==> config.mk <==
export PLATFORM = sky130hd
export DESIGN_NAME = cpu_bus_responder_flat
export DESIGN_NICKNAME = d
export VERILOG_FILES = /design/src/rtl/cpu_bus_responder_if.sv /design/src/rtl/cpu_bus_responder.sv /design/src/flat_wrapper.sv
export SDC_FILE = /design/constraint.sdc
export NUM_CORES = 1
export LEC_CHECK = 0
export ABC_CLOCK_PERIOD_IN_PS = 2400
export BUFFER_PORTS_ARGS = -buffer_cell sky130_fd_sc_hd__buf_2
export CAP_MARGIN = 5
export CELL_PAD_IN_SITES_DETAIL_PLACEMENT = 1
export CELL_PAD_IN_SITES_GLOBAL_PLACEMENT = 2
export CORE_ASPECT_RATIO = 1.25
export CORE_MARGIN = 5
export CORE_UTILIZATION = 23
export CTS_BUF_LIST = sky130_fd_sc_hd__clkbuf_8
export DETAILED_ROUTE_END_ITERATION = 10
export PLACE_DENSITY_LB_ADDON = 0.08
export SKIP_LAST_GASP = 1
export SLEW_MARGIN = 20
export SYNTH_ARGS = -nofsm -noshare
export SYNTH_HDL_FRONTEND = slang
export SYNTH_SLANG_ARGS = --single-unit
==> constraint.sdc <==
create_clock -name clk -period 2.4 [get_ports clk]
set_clock_uncertainty 0.1 [all_clocks]
set_input_delay 0.24 -clock clk [delete_from_list [all_inputs] [get_ports clk]]
set_output_delay 0.24 -clock clk [all_outputs]
set_load 0.03 [all_outputs]
==> src/rtl/cpu_bus_responder_if.sv <==
// CPU-side bus bundle for the 68000 cycle responder: strobes, decoder
// selects, per-region read data, async memory handshake and status pulses.
interface cpu_bus_responder_if #(
    parameter int unsigned NUM_REGIONS = 16
);
    logic                        cpu_as_n;
    logic [1:0]                  cpu_ds_n;
    logic                        cpu_rw;
    logic [NUM_REGIONS-1:0]      sel_n;
    logic [16*NUM_REGIONS-1:0]   rdata;
    logic                        mem_ack;
    logic                        mem_req;
    logic                        cpu_dtack_n;
    logic [15:0]                 cpu_din;
    logic [3:0]                  active_region;
    logic                        bus_timeout;
    logic                        multi_sel;

    // CPU, decoder and memory side: drives strobes/selects/data, observes DTACK.
    modport master (
        output cpu_as_n, cpu_ds_n, cpu_rw, sel_n, rdata, mem_ack,
        input  mem_req, cpu_dtack_n, cpu_din, active_region, bus_timeout, multi_sel
    );

    // Responder side.
    modport slave (
        input  cpu_as_n, cpu_ds_n, cpu_rw, sel_n, rdata, mem_ack,
        output mem_req, cpu_dtack_n, cpu_din, active_region, bus_timeout, multi_sel
    );
endinterface

==> src/rtl/cpu_bus_responder.sv <==
// 68000 bus-cycle responder. Latches the highest-priority region select at
// the start of a cycle, closes sync regions after a fixed wait and async
// regions on mem_ack (or a timeout), drives DTACK and the latched read data.
module cpu_bus_responder #(
    parameter int unsigned            NUM_REGIONS = 16,
    parameter int unsigned            FIXED_WAIT  = 2,
    parameter logic [NUM_REGIONS-1:0] ASYNC_MASK  = 16'h0003,
    parameter int unsigned            TIMEOUT     = 255
) (
    input logic                clk,
    input logic                reset,
    cpu_bus_responder_if.slave bus
);
    localparam logic [3:0]             FIX_W = 4'(FIXED_WAIT);
    localparam logic [9:0]             TO_W  = 10'(TIMEOUT);
    localparam logic [NUM_REGIONS-1:0] ONE   = 1;

    typedef enum logic [1:0] {
        IDLE,
        WAIT_FIX,
        WAIT_ACK,
        DONE
    } state_t;

    state_t                 state_q, state_d;
    logic [3:0]             wcnt_q, wcnt_d;
    logic [9:0]             tcnt_q, tcnt_d;
    logic                   unmapped_q, unmapped_d;
    logic                   rw_q, rw_d;
    logic                   mem_req_q, mem_req_d;
    logic                   dtack_n_q, dtack_n_d;
    logic [15:0]            din_q, din_d;
    logic [3:0]             region_q, region_d;
    logic                   timeout_q, timeout_d;
    logic                   multi_q, multi_d;

    logic                   sel_any;
    logic [3:0]             sel_idx;
    logic                   sel_async;
    logic                   sel_multi;
    logic [NUM_REGIONS-1:0] sel_v;
    logic                   start;
    logic [15:0]            close_data;

    // Priority encoder: lowest-index active select wins.
    always_comb begin
        sel_any   = 1'b0;
        sel_idx   = '0;
        sel_async = 1'b0;
        for (int unsigned i = 0; i < NUM_REGIONS; i++) begin
            if (!bus.sel_n[i] && !sel_any) begin
                sel_any   = 1'b1;
                sel_idx   = 4'(i);
                sel_async = ASYNC_MASK[i];
            end
        end
    end

    // More than one select low: clearing the lowest set bit leaves something.
    assign sel_v      = ~bus.sel_n;
    assign sel_multi  = |(sel_v & (sel_v - ONE));
    assign start      = !bus.cpu_as_n && !(&bus.cpu_ds_n);
    assign close_data = unmapped_q ? 16'hFFFF : bus.rdata[16*int'(region_q) +: 16];

    // State and datapath registers.
    always_ff @(posedge clk) begin
        if (reset) begin
            state_q    <= IDLE;
            wcnt_q     <= '0;
            tcnt_q     <= '0;
            unmapped_q <= 1'b0;
            rw_q       <= 1'b1;
            mem_req_q  <= 1'b0;
            dtack_n_q  <= 1'b1;
            din_q      <= '1;
            region_q   <= '0;
            timeout_q  <= 1'b0;
            multi_q    <= 1'b0;
        end else begin
            state_q    <= state_d;
            wcnt_q     <= wcnt_d;
            tcnt_q     <= tcnt_d;
            unmapped_q <= unmapped_d;
            rw_q       <= rw_d;
            mem_req_q  <= mem_req_d;
            dtack_n_q  <= dtack_n_d;
            din_q      <= din_d;
            region_q   <= region_d;
            timeout_q  <= timeout_d;
            multi_q    <= multi_d;
        end
    end

    // Next-state and next-output logic; abort takes priority over closing.
    always_comb begin
        state_d    = state_q;
        wcnt_d     = wcnt_q;
        tcnt_d     = tcnt_q;
        unmapped_d = unmapped_q;
        rw_d       = rw_q;
        mem_req_d  = mem_req_q;
        dtack_n_d  = dtack_n_q;
        din_d      = din_q;
        region_d   = region_q;
        timeout_d  = 1'b0;
        multi_d    = 1'b0;

        unique case (state_q)
            IDLE: begin
                if (start) begin
                    region_d   = sel_idx;
                    unmapped_d = !sel_any;
                    multi_d    = sel_multi;
                    rw_d       = bus.cpu_rw;
                    if (sel_any && sel_async) begin
                        state_d   = WAIT_ACK;
                        mem_req_d = 1'b1;
                        tcnt_d    = 10'd1;
                    end else begin
                        state_d = WAIT_FIX;
                        wcnt_d  = FIX_W;
                    end
                end
            end
            WAIT_FIX: begin
                if (bus.cpu_as_n) begin
                    state_d = IDLE;
                end else if (wcnt_q == '0) begin
                    if (rw_q) din_d = close_data;
                    dtack_n_d = 1'b0;
                    state_d   = DONE;
                end else begin
                    wcnt_d = wcnt_q - 4'd1;
                end
            end
            WAIT_ACK: begin
                if (bus.cpu_as_n) begin
                    state_d   = IDLE;
                    mem_req_d = 1'b0;
                end else if (bus.mem_ack) begin
                    if (rw_q) din_d = close_data;
                    dtack_n_d = 1'b0;
                    mem_req_d = 1'b0;
                    state_d   = DONE;
                end else if (tcnt_q >= TO_W) begin
                    din_d     = '1;
                    dtack_n_d = 1'b0;
                    mem_req_d = 1'b0;
                    timeout_d = 1'b1;
                    state_d   = DONE;
                end else if (tcnt_q != '1) begin
                    tcnt_d = tcnt_q + 10'd1;
                end
            end
            DONE: begin
                if (bus.cpu_as_n) begin
                    dtack_n_d = 1'b1;
                    state_d   = IDLE;
                end
            end
            default: state_d = IDLE;
        endcase
    end

    assign bus.mem_req       = mem_req_q;
    assign bus.cpu_dtack_n   = dtack_n_q;
    assign bus.cpu_din       = din_q;
    assign bus.active_region = region_q;
    assign bus.bus_timeout   = timeout_q;
    assign bus.multi_sel     = multi_q;
endmodule
==> src/flat_wrapper.sv <==
// flat-port wrapper written by rule: the top's interface ports become plain ports
module cpu_bus_responder_flat 
#(
    parameter int unsigned            NUM_REGIONS = 16,
    parameter int unsigned            FIXED_WAIT  = 2,
    parameter logic [NUM_REGIONS-1:0] ASYNC_MASK  = 16'h0003,
    parameter int unsigned            TIMEOUT     = 255
)
  (clk, reset, bus_cpu_as_n, bus_cpu_ds_n, bus_cpu_rw, bus_sel_n, bus_rdata, bus_mem_ack, bus_mem_req, bus_cpu_dtack_n, bus_cpu_din, bus_active_region, bus_bus_timeout, bus_multi_sel);
  cpu_bus_responder_if #(.NUM_REGIONS(NUM_REGIONS)) bus_i ();
  input logic clk;
  input logic reset;
  input wire logic [$bits(bus_i.cpu_as_n)-1:0] bus_cpu_as_n;
  input wire logic [$bits(bus_i.cpu_ds_n)-1:0] bus_cpu_ds_n;
  input wire logic [$bits(bus_i.cpu_rw)-1:0] bus_cpu_rw;
  input wire logic [$bits(bus_i.sel_n)-1:0] bus_sel_n;
  input wire logic [$bits(bus_i.rdata)-1:0] bus_rdata;
  input wire logic [$bits(bus_i.mem_ack)-1:0] bus_mem_ack;
  output wire logic [$bits(bus_i.mem_req)-1:0] bus_mem_req;
  output wire logic [$bits(bus_i.cpu_dtack_n)-1:0] bus_cpu_dtack_n;
  output wire logic [$bits(bus_i.cpu_din)-1:0] bus_cpu_din;
  output wire logic [$bits(bus_i.active_region)-1:0] bus_active_region;
  output wire logic [$bits(bus_i.bus_timeout)-1:0] bus_bus_timeout;
  output wire logic [$bits(bus_i.multi_sel)-1:0] bus_multi_sel;
  assign bus_i.cpu_as_n = bus_cpu_as_n;
  assign bus_i.cpu_ds_n = bus_cpu_ds_n;
  assign bus_i.cpu_rw = bus_cpu_rw;
  assign bus_i.sel_n = bus_sel_n;
  assign bus_i.rdata = bus_rdata;
  assign bus_i.mem_ack = bus_mem_ack;
  assign bus_mem_req = bus_i.mem_req;
  assign bus_cpu_dtack_n = bus_i.cpu_dtack_n;
  assign bus_cpu_din = bus_i.cpu_din;
  assign bus_active_region = bus_i.active_region;
  assign bus_bus_timeout = bus_i.bus_timeout;
  assign bus_multi_sel = bus_i.multi_sel;
  cpu_bus_responder #(.NUM_REGIONS(NUM_REGIONS), .FIXED_WAIT(FIXED_WAIT), .ASYNC_MASK(ASYNC_MASK), .TIMEOUT(TIMEOUT)) u_core (.clk(clk), .reset(reset), .bus(bus_i));
endmodule
==> metrics.md, run 1 <==
| Metric | Value |
|---|---|
| Outcome | `finished, final reports clean` |
| Top Ports | `303` |
| Worst Tran Pin Value | `0.6440 ns` |
| Post-CTS Setup Repair Bufs | `0` |
| Post-route ant nets | `0` |
| Vert. Die Dim | `158.0 um` |
| Gate Count Post-Synth | `367` |
| Initial antenna violation count | `13` |
| Area Growth Syn to Fin | `49.11%` |
| DP Cell Count | `889` |
| Maximum clock rate | `458.1 MHz` |
| Period utilisation layout | `90.96%` |
| Worst EP required | `2.50 ns` |
| Synth warn | `0` |
| Post-synth ARST share | `0%` |
| Final Routed Wirelength | `20610 um` |
| Synth Flop Type | `dfxtp_1` |
| Cts hold-fix bufs | `0` |
| Fin area | `6006 um^2` |
| FF/Latch Area | `845.8 um^2` |
| Worst EP arrival | `roughly 2.3 ns` |
| RSZ-0062 raised after global routing | `false` |
| Top cell type's share of synthesized area | `42.50%` |
| Initial core utilization | `23.19%` |
| Post-Place Cell Area | `5882 um^2` |
| Leakage | `2.533 nW` |
| Synth area leader | `mux4_2` |
| End-of-flow core utilization | `between 30% and 40%` |
| Slew margin rel. | `approximately 56%` |
| Min Clock Period, post-route | `2.183 ns` |
| Peak supply drop | `0.3121 mV` |
| Fill count | `2091` |
| Placer congestion estimate | `just under 0.9` |
| Clk Latency, worst-skew pair | `approximately 0.30 ns` |
| # resized after CTS | `0` |
| Clock root buffer | `clkbuf_8` |
| Yosys reg bits | `between 40 and 50` |
| Endpoints failing hold | `0` |
| Net count reported at finish | `roughly 960` |
| Die ar. | `20270 um^2` |
| Router iterations before antenna repair | `4` |
| Area occupied by multi-input gates | `3012 um^2` |
| Seq/Total Area, Yosys | `20.88%` |
| Max_cap viols | `0` |
| Gr ovfl total | `0` |
| DRT iter0 DRCs | `108` |
| Clock sink total | `42` |
| CORE AREA | `17360 um^2` |
| Mapped Nets | `652` |
| Clock tree buffer depth | `2` |
| Total number of vias | `between 4000 and 5000` |
| Number of synthesized flops with an enable pin | `0` |
| First-pass GRT wire length | `30040 um` |
| Worst-path clk slew | `0.09 ns` |
| Post-DP HPWL | `between 15000 and 20000 um` |
| Largest net degree at the start of global routing | `58` |
| Setup TNS | `0 ns` |
| Vias/cell | `5.048` |
| Worst hold path type | `in -> reg` |
| Avg WL per Cell | `22.80 um` |
| Synth unique cells | `47` |
| Slew Viols, Final | `0` |
| # DRC | `0` |
| Port buffer count | `~300` |
| Gr usage total | `19.69%` |
| Final setup violation count | `0` |
| Die width | `~130 um` |
| Syn avg cell area | `10.97 um^2` |
| Setup crit end kind | `register` |
| Vias in the first global route | `between 5000 and 6000` |
| CTS tree | `yes` |
| Synth area leaders | `mux4_2 (42%), dfxtp_1 (21%), nand2_1 (2.9%), o22a_1 (2.8%), nor2_1 (2.7%)` |
| CTS H-Tree Depth | `2` |
| CP Max Fanout | `13` |
| Pwr/cell area | `668.6 nW/um^2` |
| Share of cells above drive strength 1 | `between 60 and 70%` |
| Mapped Area | `~4000 um^2` |
| Startpoint types | `register` |
| Number of CTS-inserted buffers | `5` |
| Row count | `54` |
| WS Path Type | `reg -> reg` |
| Non-filler cells, final | `904` |
power breakdown:
| part | internal (mW) | switching [mW] |
|---|---|---|
| clock | 0.304 | 0.269 |
| sequential | 0.837 | 0.121 |
| combinational | 1.27 | 1.22 |
logic make-up (layout without fill, tap and decap cells):
kind of cell    count (synthesis)  in the layout  share of synthesized area [%]
simple gates                  111            111                          13.48
compound gates                 88             88                          14.69
mux                            78             78                          42.99
flops                          42             42                          20.88
buf+inv                        34            340                          4.349
xor+xnor                        8              8                          1.740
fa+ha+maj                       6              6                          1.864
other cells                     0              7                              0
layout by cell type (no fill, tap or decap), drive strengths merged, types with 7 or more instances in the layout:
| master | instances |
|---|---|
| a31oi | 7 |
| dfxtp | 42 |
| nand2 | 31 |
| a21oi | 20 |
| diode | 7 |
| nor2 | 29 |
| o21ai | 16 |
| a22oi | 8 |
| o22a | 13 |
| inv | 10 |
| xnor2 | 8 |
| mux4 | 76 |
| nand3 | 8 |
| buf | 324 |
sequential cells by signal, summed over array words and instances (netlist names):
name                      flops
u_core.bus.active_region      4
u_core.bus.bus_timeout        1
u_core.bus.cpu_din           16
u_core.bus.cpu_dtack_n        1
u_core.bus.mem_req            1
u_core.bus.multi_sel          1
u_core.rw_q                   1
u_core.state_q                2
u_core.tcnt_q                10
u_core.unmapped_q             1
u_core.wcnt_q                 4
cells in the mapped netlist (7+ instances only):
cell type  instances
mux4_2            76
dfxtp_1           42
nand2_1           31
nor2_1            29
a21oi_1           20
o22a_1            13
clkbuf_1          11
o21ai_0           10
a22oi_1            8
buf_2              8
inv_1              8
nand3_1            8
xnor2_1            8
a31oi_1            7
cell type report:
class                      instances  share of cell area (%)
clock buffer                       5                   1.146
tap                              224                   4.667
antenna                            7                  0.2917
multi-input combinational        291                   50.15
clock inverter                     3                  0.6250
inverter                           8                  0.5000
timing repair buffer             324                   28.54
sequential                        42                   14.08
critical path, stage by stage, from the launching register on:
cell and delay, ns:
dfxtp_1 0.39, inv_1 0.09, ha_1 0.21, buf_4 0.19
nand2b_1 0.17, nand2b_1 0.07, and3_1 0.20, or2_2 0.41
o22a_1 0.24
path summary, 6_finish.rpt:
kind / from / endpoint / slack, ns / cells after the start
worst max-delay path: u_core.state_q[0] / u_core.bus.cpu_din[14] / 0.22 / 8
worst min-delay path: bus_cpu_rw / u_core.rw_q / 0.1 / 3
worst max register to register: u_core.state_q[0] / u_core.bus.cpu_din[14] / 0.22 / 8
worst min register to register: u_core.bus.cpu_din[15] / u_core.bus.cpu_din[15] / 0.37 / 1
layer usage:
layer,share of wire (%),routed length (um),GRT usage [%],vias to the layer above
li1,-,-,-,2112
met1,36,7406,21.72,2240
met2,55,11260,35.98,170
met3,7.8,1612,6.784,27
met4,1.2,240,5.056,14
met5,0.47,96,0,-
metrics by stage:
step	setup WS, ns	hold WS, ns	total power [mW]
6_report	0.2170	0.09614	4.016
5_1_grt	0.009929	0.09630	4.305
4_1_cts	0.2144	0.08316	4.085
3_5_place_dp	0.2428	0.3564	3.493
3_3_place_gp	0.2655	0.3450	3.454
2_1_floorplan	0.09540	0.2643	2.661
Note: power is estimated with default switching activity, not from simulation.
==> run 2: changes to the inputs <==
--- a/config.mk
+++ b/config.mk
@@ -15,7 +15,7 @@
 export CORE_UTILIZATION = 23
 export CTS_BUF_LIST = sky130_fd_sc_hd__clkbuf_8
 export DETAILED_ROUTE_END_ITERATION = 10
-export PLACE_DENSITY_LB_ADDON = 0.08
+export PLACE_DENSITY_LB_ADDON = 0.1
 export SKIP_LAST_GASP = 1
 export SLEW_MARGIN = 20
 export SYNTH_ARGS = -nofsm -noshare
==> run 2 against run 1 <==
  * Sequential power barely moved
  * Worst hold slack got worse by 0.044 ns
  * First-iteration DRC count rose by 73%
  * Register-to-register slack got worse by 0.05 ns
  * Die area did not move
  * Final area did not move
  * Largest cell class unchanged
  * Highest routed layer unchanged
==> metrics.md, run 2 (same netlist as run 1, synthesis figures left out) <==
| Metric | Value |
|---|---|
| Outcome | `finished, final reports clean` |
| Leakage | `2.529 nW (-0.14%)` |
| Period utilisation layout | `92.84% (+1.9 points)` |
| Avg WL per Cell | `23.44 um (+2.8%)` |
| Worst hold path type | `in -> reg` |
| Largest net degree at the start of global routing | `49 (-16%)` |
| R2R setup slack | `0.17 ns (-0.05 ns)` |
| Hold slack | `0.05236 ns (-0.04379 ns)` |
| Worst EP required | `2.49 ns (about the same)` |
| CP endpoint | `u_core.bus.cpu_din[13]` |
| Clock sink total | `42 (unchanged)` |
| Router iterations before antenna repair | `4 (unchanged)` |
| Combinational Power Share | `61.6% (-0.3 points)` |
| CP Launch Point | `u_core.state_q[0]` |
| Cell-internal power | `2.401 mW (-0.37%)` |
| Reg2reg start | `u_core.state_q[0]` |
| CP Depth | `8 (unchanged)` |
| Pwr/cell area | `666.4 nW/um^2 (-0.33%)` |
| Worst EP arrival | `2.32 ns (+0.04 ns)` |
| Share of cells above drive strength 1 | `61.46% (+0.24 points)` |
| Endpoints failing hold | `0 (unchanged)` |
| Max_cap viols | `0 (unchanged)` |
| Non-filler cells, final | `900 (-0.44%)` |
| Critical path's slowest cell | `or2_2` |
| Fraction of power consumed by the clock network | `14.4% (about the same)` |
| Total number of vias | `4588 (+0.55%)` |
| Vias in the first global route | `5201 (+1.4%)` |
| Final setup violation count | `0 (unchanged)` |
| Final Routed Wirelength | `21100 um (+2.4%)` |
| Area Growth Syn to Fin | `49.11% (unchanged)` |
| CTS H-Tree Depth | `2 (unchanged)` |
| Most common cell after layout, fill and taps aside | `buf_2` |
| Worst-path clk slew | `0.08 ns (about the same)` |
| Post-DP HPWL | `18560 um (+1.7%)` |
| Initial antenna violation count | `13 (unchanged)` |
| Post-CTS Setup Repair Bufs | `0 (unchanged)` |
| Post-route ant nets | `0 (unchanged)` |
| P_sw | `1.601 mW (-0.29%)` |
| WS Path Type | `reg -> reg` |
| Top Ports | `303 (unchanged)` |
| Family with the most delay on the worst path | `simple AND/OR/NAND/NOR gates` |
| Port buffer count | `302 (unchanged)` |
| Number of CTS-inserted buffers | `5 (unchanged)` |
| Placer congestion estimate | `0.8471 (-3.4%)` |
| RR Endpoint | `u_core.bus.cpu_din[13]` |
| Maximum clock rate | `448.8 MHz (-2.0%)` |
| Net count reported at finish | `956 (-0.10%)` |
| Setup TNS | `0 ns (unchanged)` |
| Cts hold-fix bufs | `0 (unchanged)` |
| Worst path max stage delay | `0.41 ns (about the same)` |
| Initial core utilization | `23.19% (unchanged)` |
| Most frequent cells in the layout | `buf_2 (302), mux4_2 (76), dfxtp_1 (40)` |
| Vert. Die Dim | `158.0 um (unchanged)` |
| Row count | `54 (unchanged)` |
| CP Buf/Inv Count | `2 (unchanged)` |
| Post-Place Cell Area | `5887 um^2 (about the same)` |
| Sw Share | `40.00% (about the same)` |
| Gr usage total | `19.96% (+0.27 points)` |
| # DRC | `0 (unchanged)` |
| Crit-path cells | `inv_1 -> ha_1 -> nor4b_1 -> o21ai_1 -> buf_4 -> and3_1 -> or2_2 -> o22a_1` |
| First-pass GRT wire length | `30180 um (+0.46%)` |
| Worst Tran Pin Value | `0.6050 ns (-0.03905 ns)` |
| CP Max Fanout | `12 (-1)` |
| CTS tree | `yes` |
| Die width | `128.4 um (unchanged)` |
| Slew Viols, Final | `0 (unchanged)` |
| Startpoint types | `register` |
| Clock root buffer | `clkbuf_8` |
| Peak supply drop | `0.2430 mV (-22%)` |
| Worst r2r path cells | `8 (unchanged)` |
| Vias/cell | `5.098 (+0.99%)` |
| Max reg flops | `16 (unchanged)` |
| Clock tree buffer depth | `2 (unchanged)` |
| Setup crit end kind | `register` |
| DP Cell Count | `888 (-0.11%)` |
| Slew margin rel. | `59.67% (+3.7 points)` |
| Die ar. | `20270 um^2 (unchanged)` |
| Min Clock Period, post-route | `2.228 ns (+0.04519 ns)` |
| DRT iter0 DRCs | `187 (+73%)` |
| Seq pwr share | `24.0% (about the same)` |
| RSZ-0062 raised after global routing | `false` |
| CORE AREA | `17360 um^2 (unchanged)` |
| Fin area | `6006 um^2 (unchanged)` |
| # resized after CTS | `0 (unchanged)` |
| Clk Latency, worst-skew pair | `0.30 ns (about the same)` |
| Gr ovfl total | `0 (unchanged)` |
==> run 2: cell count changes in the layout (fill, tap and decap cells not counted) <==
cell / delta
diode_2: -3
inv_1: -2
clkinv_2: +2
buf_4: -2
buf_12: +1
==> run 2: worst min path at each step <==
stage | slack (ns) | to | from | cells past startpoint
finish | 0.05 | u_core.rw_q | bus_cpu_rw | 3
global route | 0.06 | u_core.rw_q | bus_cpu_rw | 3
CTS | 0.04 | u_core.rw_q | bus_cpu_rw | 3
detailed placement | 0.35 | u_core.unmapped_q | u_core.unmapped_q | 2
global placement | 0.35 | u_core.bus.cpu_dtack_n | u_core.bus.cpu_dtack_n | 2
floorplan | 0.26 | u_core.rw_q | bus_cpu_rw | 2
==> run 2: layout make-up <==
cell class                      count  area [um^2]
Fill cell                        2061        11360
Multi-Input combinational cell    291         3012
Timing Repair Buffer              323         1719
Sequential cell                    42        845.8
Tap cell                          224        280.3
Clock buffer                        5        68.82
Clock inverter                      3        40.04
Inverter                            8        30.03
Antenna cell                        4        10.01
==> run 2: worst min-delay path: stages <==
cell      delay, ns
buf_2          0.07
nand2_1        0.04
nand3b_1       0.07
==> run 2: power groups by stage <==
stage	sequential, mW	clock [mW]	combinational, mW
4_1_cts	0.963	0.601	2.52
5_1_grt	0.985	0.623	2.70
3_5_place_dp	0.979	0	2.51
2_1_floorplan	1.10	0	1.56
6_report	0.960	0.578	2.46
3_3_place_gp	0.971	0	2.47
==> run 2: layer usage <==
layer	wire [um]	vias to the layer above	global-route usage, %
met4	320	18	4.348
met3	1716	32	6.784
met1	7213	2272	21.12
met5	96	-	0
met2	11750	160	37.97
li1	-	2106	-
==> run 2: per-stage QoR <==
stage	power, mW	utilization (%)	setup WS [ns]
4_1_cts	4.080	34.53	0.1545
6_report	4.002	34.59	0.1718
3_5_place_dp	3.489	33.90	0.1748
3_3_place_gp	3.440	33.90	0.2495
2_1_floorplan	2.661	-	0.09540
5_1_grt	4.309	34.59	0.04202
==> run 3: changes to the inputs <==
--- a/config.mk
+++ b/config.mk
@@ -5,14 +5,14 @@
 export SDC_FILE = /design/constraint.sdc
 export NUM_CORES = 1
 export LEC_CHECK = 0
-export ABC_CLOCK_PERIOD_IN_PS = 2400
+export ABC_CLOCK_PERIOD_IN_PS = 2700
 export BUFFER_PORTS_ARGS = -buffer_cell sky130_fd_sc_hd__buf_2
 export CAP_MARGIN = 5
 export CELL_PAD_IN_SITES_DETAIL_PLACEMENT = 1
 export CELL_PAD_IN_SITES_GLOBAL_PLACEMENT = 2
 export CORE_ASPECT_RATIO = 1.25
 export CORE_MARGIN = 5
-export CORE_UTILIZATION = 23
+export CORE_UTILIZATION = 25
 export CTS_BUF_LIST = sky130_fd_sc_hd__clkbuf_8
 export DETAILED_ROUTE_END_ITERATION = 10
 export PLACE_DENSITY_LB_ADDON = 0.1
==> constraint.sdc (replaced) <==
create_clock -name clk -period 2.7 [get_ports clk]
set_clock_uncertainty 0.1 [all_clocks]
set_input_delay 0.27 -clock clk [delete_from_list [all_inputs] [get_ports clk]]
set_output_delay 0.27 -clock clk [all_outputs]
set_load 0.03 [all_outputs]
==> run 3 against run 2 <==
  * Sequential share of layout area rose by 0.12 points
  * Utilization rose by 2.6 points
  * Critical path depth did not move
  * Worst hold slack improved by 0.053 ns
  * Non-clock buffer count fell by 7
  * Register-to-register slack improved by 0.19 ns
  * Cell count fell by 1.2%
  * First-iteration DRC count rose by 7.0%
  * Highest routed layer unchanged
==> metrics.md, run 3 (same netlist as run 1, synthesis figures left out) <==
| Metric | Value |
|---|---|
| Total number of vias | `4593 (+0.11%)` |
| Vias in the first global route | `5270 (+1.3%)` |
| Final setup violation count | `0 (unchanged)` |
| Placer congestion estimate | `0.8785 (+3.7%)` |
| Gr ovfl total | `0 (unchanged)` |
| Max reg flops | `16 (unchanged)` |
| Area Growth Syn to Fin | `47.84%` |
| CORE AREA | `16010 um^2 (-7.8%)` |
| Fill count | `1950 (-5.4%)` |
| CP Buf/Inv Count | `2 (unchanged)` |
| WS Path Type | `reg -> reg` |
| CTS H-Tree Depth | `2 (unchanged)` |
| Worst EP arrival | `2.44 ns (+0.12 ns)` |
| Number of CTS-inserted buffers | `5 (unchanged)` |
| Clock tree buffer depth | `2 (unchanged)` |
| Die width | `123.5 um (-3.8%)` |
| Worst EP required | `2.80 ns (+0.31 ns)` |
| Outcome | `finished, final reports clean` |
| End-of-flow core utilization | `37.20% (+2.6 points)` |
| Setup crit end kind | `register` |
| Initial antenna violation count | `19 (+6)` |
| Die ar. | `18760 um^2 (-7.4%)` |
| Peak supply drop | `0.1873 mV (-23%)` |
| Leakage | `2.495 nW (-1.4%)` |
| Post-DP HPWL | `18150 um (-2.2%)` |
| Setup TNS | `0 ns (unchanged)` |
| Post-CTS Setup Repair Bufs | `0 (unchanged)` |
| Vias/cell | `5.166 (+1.3%)` |
| First-pass GRT wire length | `31340 um (+3.8%)` |
| Min Clock Period, post-route | `2.335 ns (+0.1071 ns)` |
| Final Power | `3.522 mW (-12%)` |
| Clk Latency, worst-skew pair | `0.31 ns (about the same)` |
| Slew Viols, Final | `0 (unchanged)` |
| Avg WL per Cell | `23.32 um (-0.52%)` |
| Port buffer count | `302 (unchanged)` |
| Max_cap viols | `0 (unchanged)` |
| Worst path max stage delay | `0.35 ns (-0.06 ns)` |
| CTS tree | `yes` |
| Worst-path clk slew | `0.08 ns (about the same)` |
| Worst r2r path cells | `8 (unchanged)` |
| Crit-path cells | `inv_1 -> ha_1 -> nor4b_1 -> o21ai_1 -> a31oi_1 -> nand4_1 -> buf_4 -> o22a_1` |
| Pre-CTS setup slack | `0.4011 ns (+0.2263 ns)` |
| Worst hold path depth | `3 (unchanged)` |
| Worst hold path type | `in -> reg` |
| Cts hold-fix bufs | `0 (unchanged)` |
| Vert. Die Dim | `151.9 um (-3.8%)` |
| Clock sink total | `42 (unchanged)` |
| Startpoint types | `register` |
| Maximum clock rate | `428.2 MHz (-4.6%)` |
| # resized after CTS | `0 (unchanged)` |
| Slew margin rel. | `61.82% (+2.1 points)` |
| R2R setup slack | `0.36 ns (+0.19 ns)` |
| Setup ws final | `0.3647 ns (+0.1929 ns)` |
| CP Max Fanout | `12 (unchanged)` |
| Final Routed Wirelength | `20730 um (-1.7%)` |
| Top Ports | `303 (unchanged)` |
| Worst Tran Pin Value | `0.5720 ns (-0.03301 ns)` |
| Most frequent cells in the layout | `buf_2 (302), mux4_2 (76), dfxtp_1 (40)` |
| Most common cell after layout, fill and taps aside | `buf_2` |
| Pwr/cell area | `591.6 nW/um^2 (-11%)` |
| Largest net degree at the start of global routing | `67 (+37%)` |
| RSZ-0062 raised after global routing | `false` |
| Clock root buffer | `clkbuf_8` |
| Endpoints failing hold | `0 (unchanged)` |
| Family with the most delay on the worst path | `compound AO/OA/AOI/OAI gates` |
| Router iterations before antenna repair | `4 (unchanged)` |
| Net count reported at finish | `949 (-0.73%)` |
| CP Depth | `8 (unchanged)` |
| Gr usage total | `22.22% (+2.3 points)` |
| Period utilisation layout | `86.49% (-6.3 points)` |
| # DRC | `0 (unchanged)` |
| Critical path's slowest cell | `dfxtp_1` |
| Post-route ant nets | `0 (unchanged)` |
| Share of cells above drive strength 1 | `61.05% (-0.41 points)` |
| DRT iter0 DRCs | `200 (+7.0%)` |
| Initial core utilization | `25.16% (+2.0 points)` |
| Row count | `52 (-3.7%)` |
==> run 3: cell types whose count changed in the layout (fill, tap and decap cells not counted), sizes merged <==
| cell | change |
|---|---|
| buf | -7 |
| bufinv | -1 |
| clkbuf | +3 |
| clkinv | -2 |
| diode | +4 |
==> run 3: final cells by class <==
| class | count | area (um^2) | area share, % |
|---|---|---|---|
| multi-input combinational | 291 | 3012 | 50.58 |
| timing repair buffer | 316 | 1667 | 27.99 |
| sequential | 42 | 845.8 | 14.20 |
| tap | 216 | 270.3 | 4.539 |
| clock buffer | 8 | 110.1 | 1.849 |
| inverter | 8 | 30.03 | 0.5043 |
| antenna | 8 | 20.02 | 0.3362 |
==> run 3: report_power, final <==
group	switching (mW)	internal [mW]	total (mW)
registers	0.120	0.744	0.864
logic	1.07	1.10	2.16
clock network	0.237	0.259	0.496
==> run 3: path summary, 6_finish.rpt <==
check / end / startpoint
max: u_core.bus.cpu_din[15] / u_core.state_q[0]
min: u_core.rw_q / bus_cpu_rw
max reg2reg: u_core.bus.cpu_din[15] / u_core.state_q[0]
min reg2reg: u_core.bus.cpu_dtack_n / u_core.bus.cpu_dtack_n
==> run 3: per-layer routing <==
metal	vias up	wire (um)	part of all wire (%)	track usage, %
met1	2254	7408	36	24.17
met3	40	1867	9.0	9.223
li1	2102	-	-	-
met4	22	385	1.9	6.332
met5	-	115	0.55	0
met2	175	10950	53	39.04
==> run 3: per-stage QoR <==
step                      area [um^2]  std cells  hold slack, ns
after detailed placement         5824        873          0.3580
final                            5954        889          0.1053
after global routing             5952        888         0.09814
after CTS                        5934        881         0.08822
after global placement           5824        873          0.3490
after floorplan                  4028        367          0.2943
==> run 3: tightest hold or removal path, cell delays in order <==
cell and delay (ns):
buf_2 0.10, nand2_1 0.05, nand3b_1 0.07
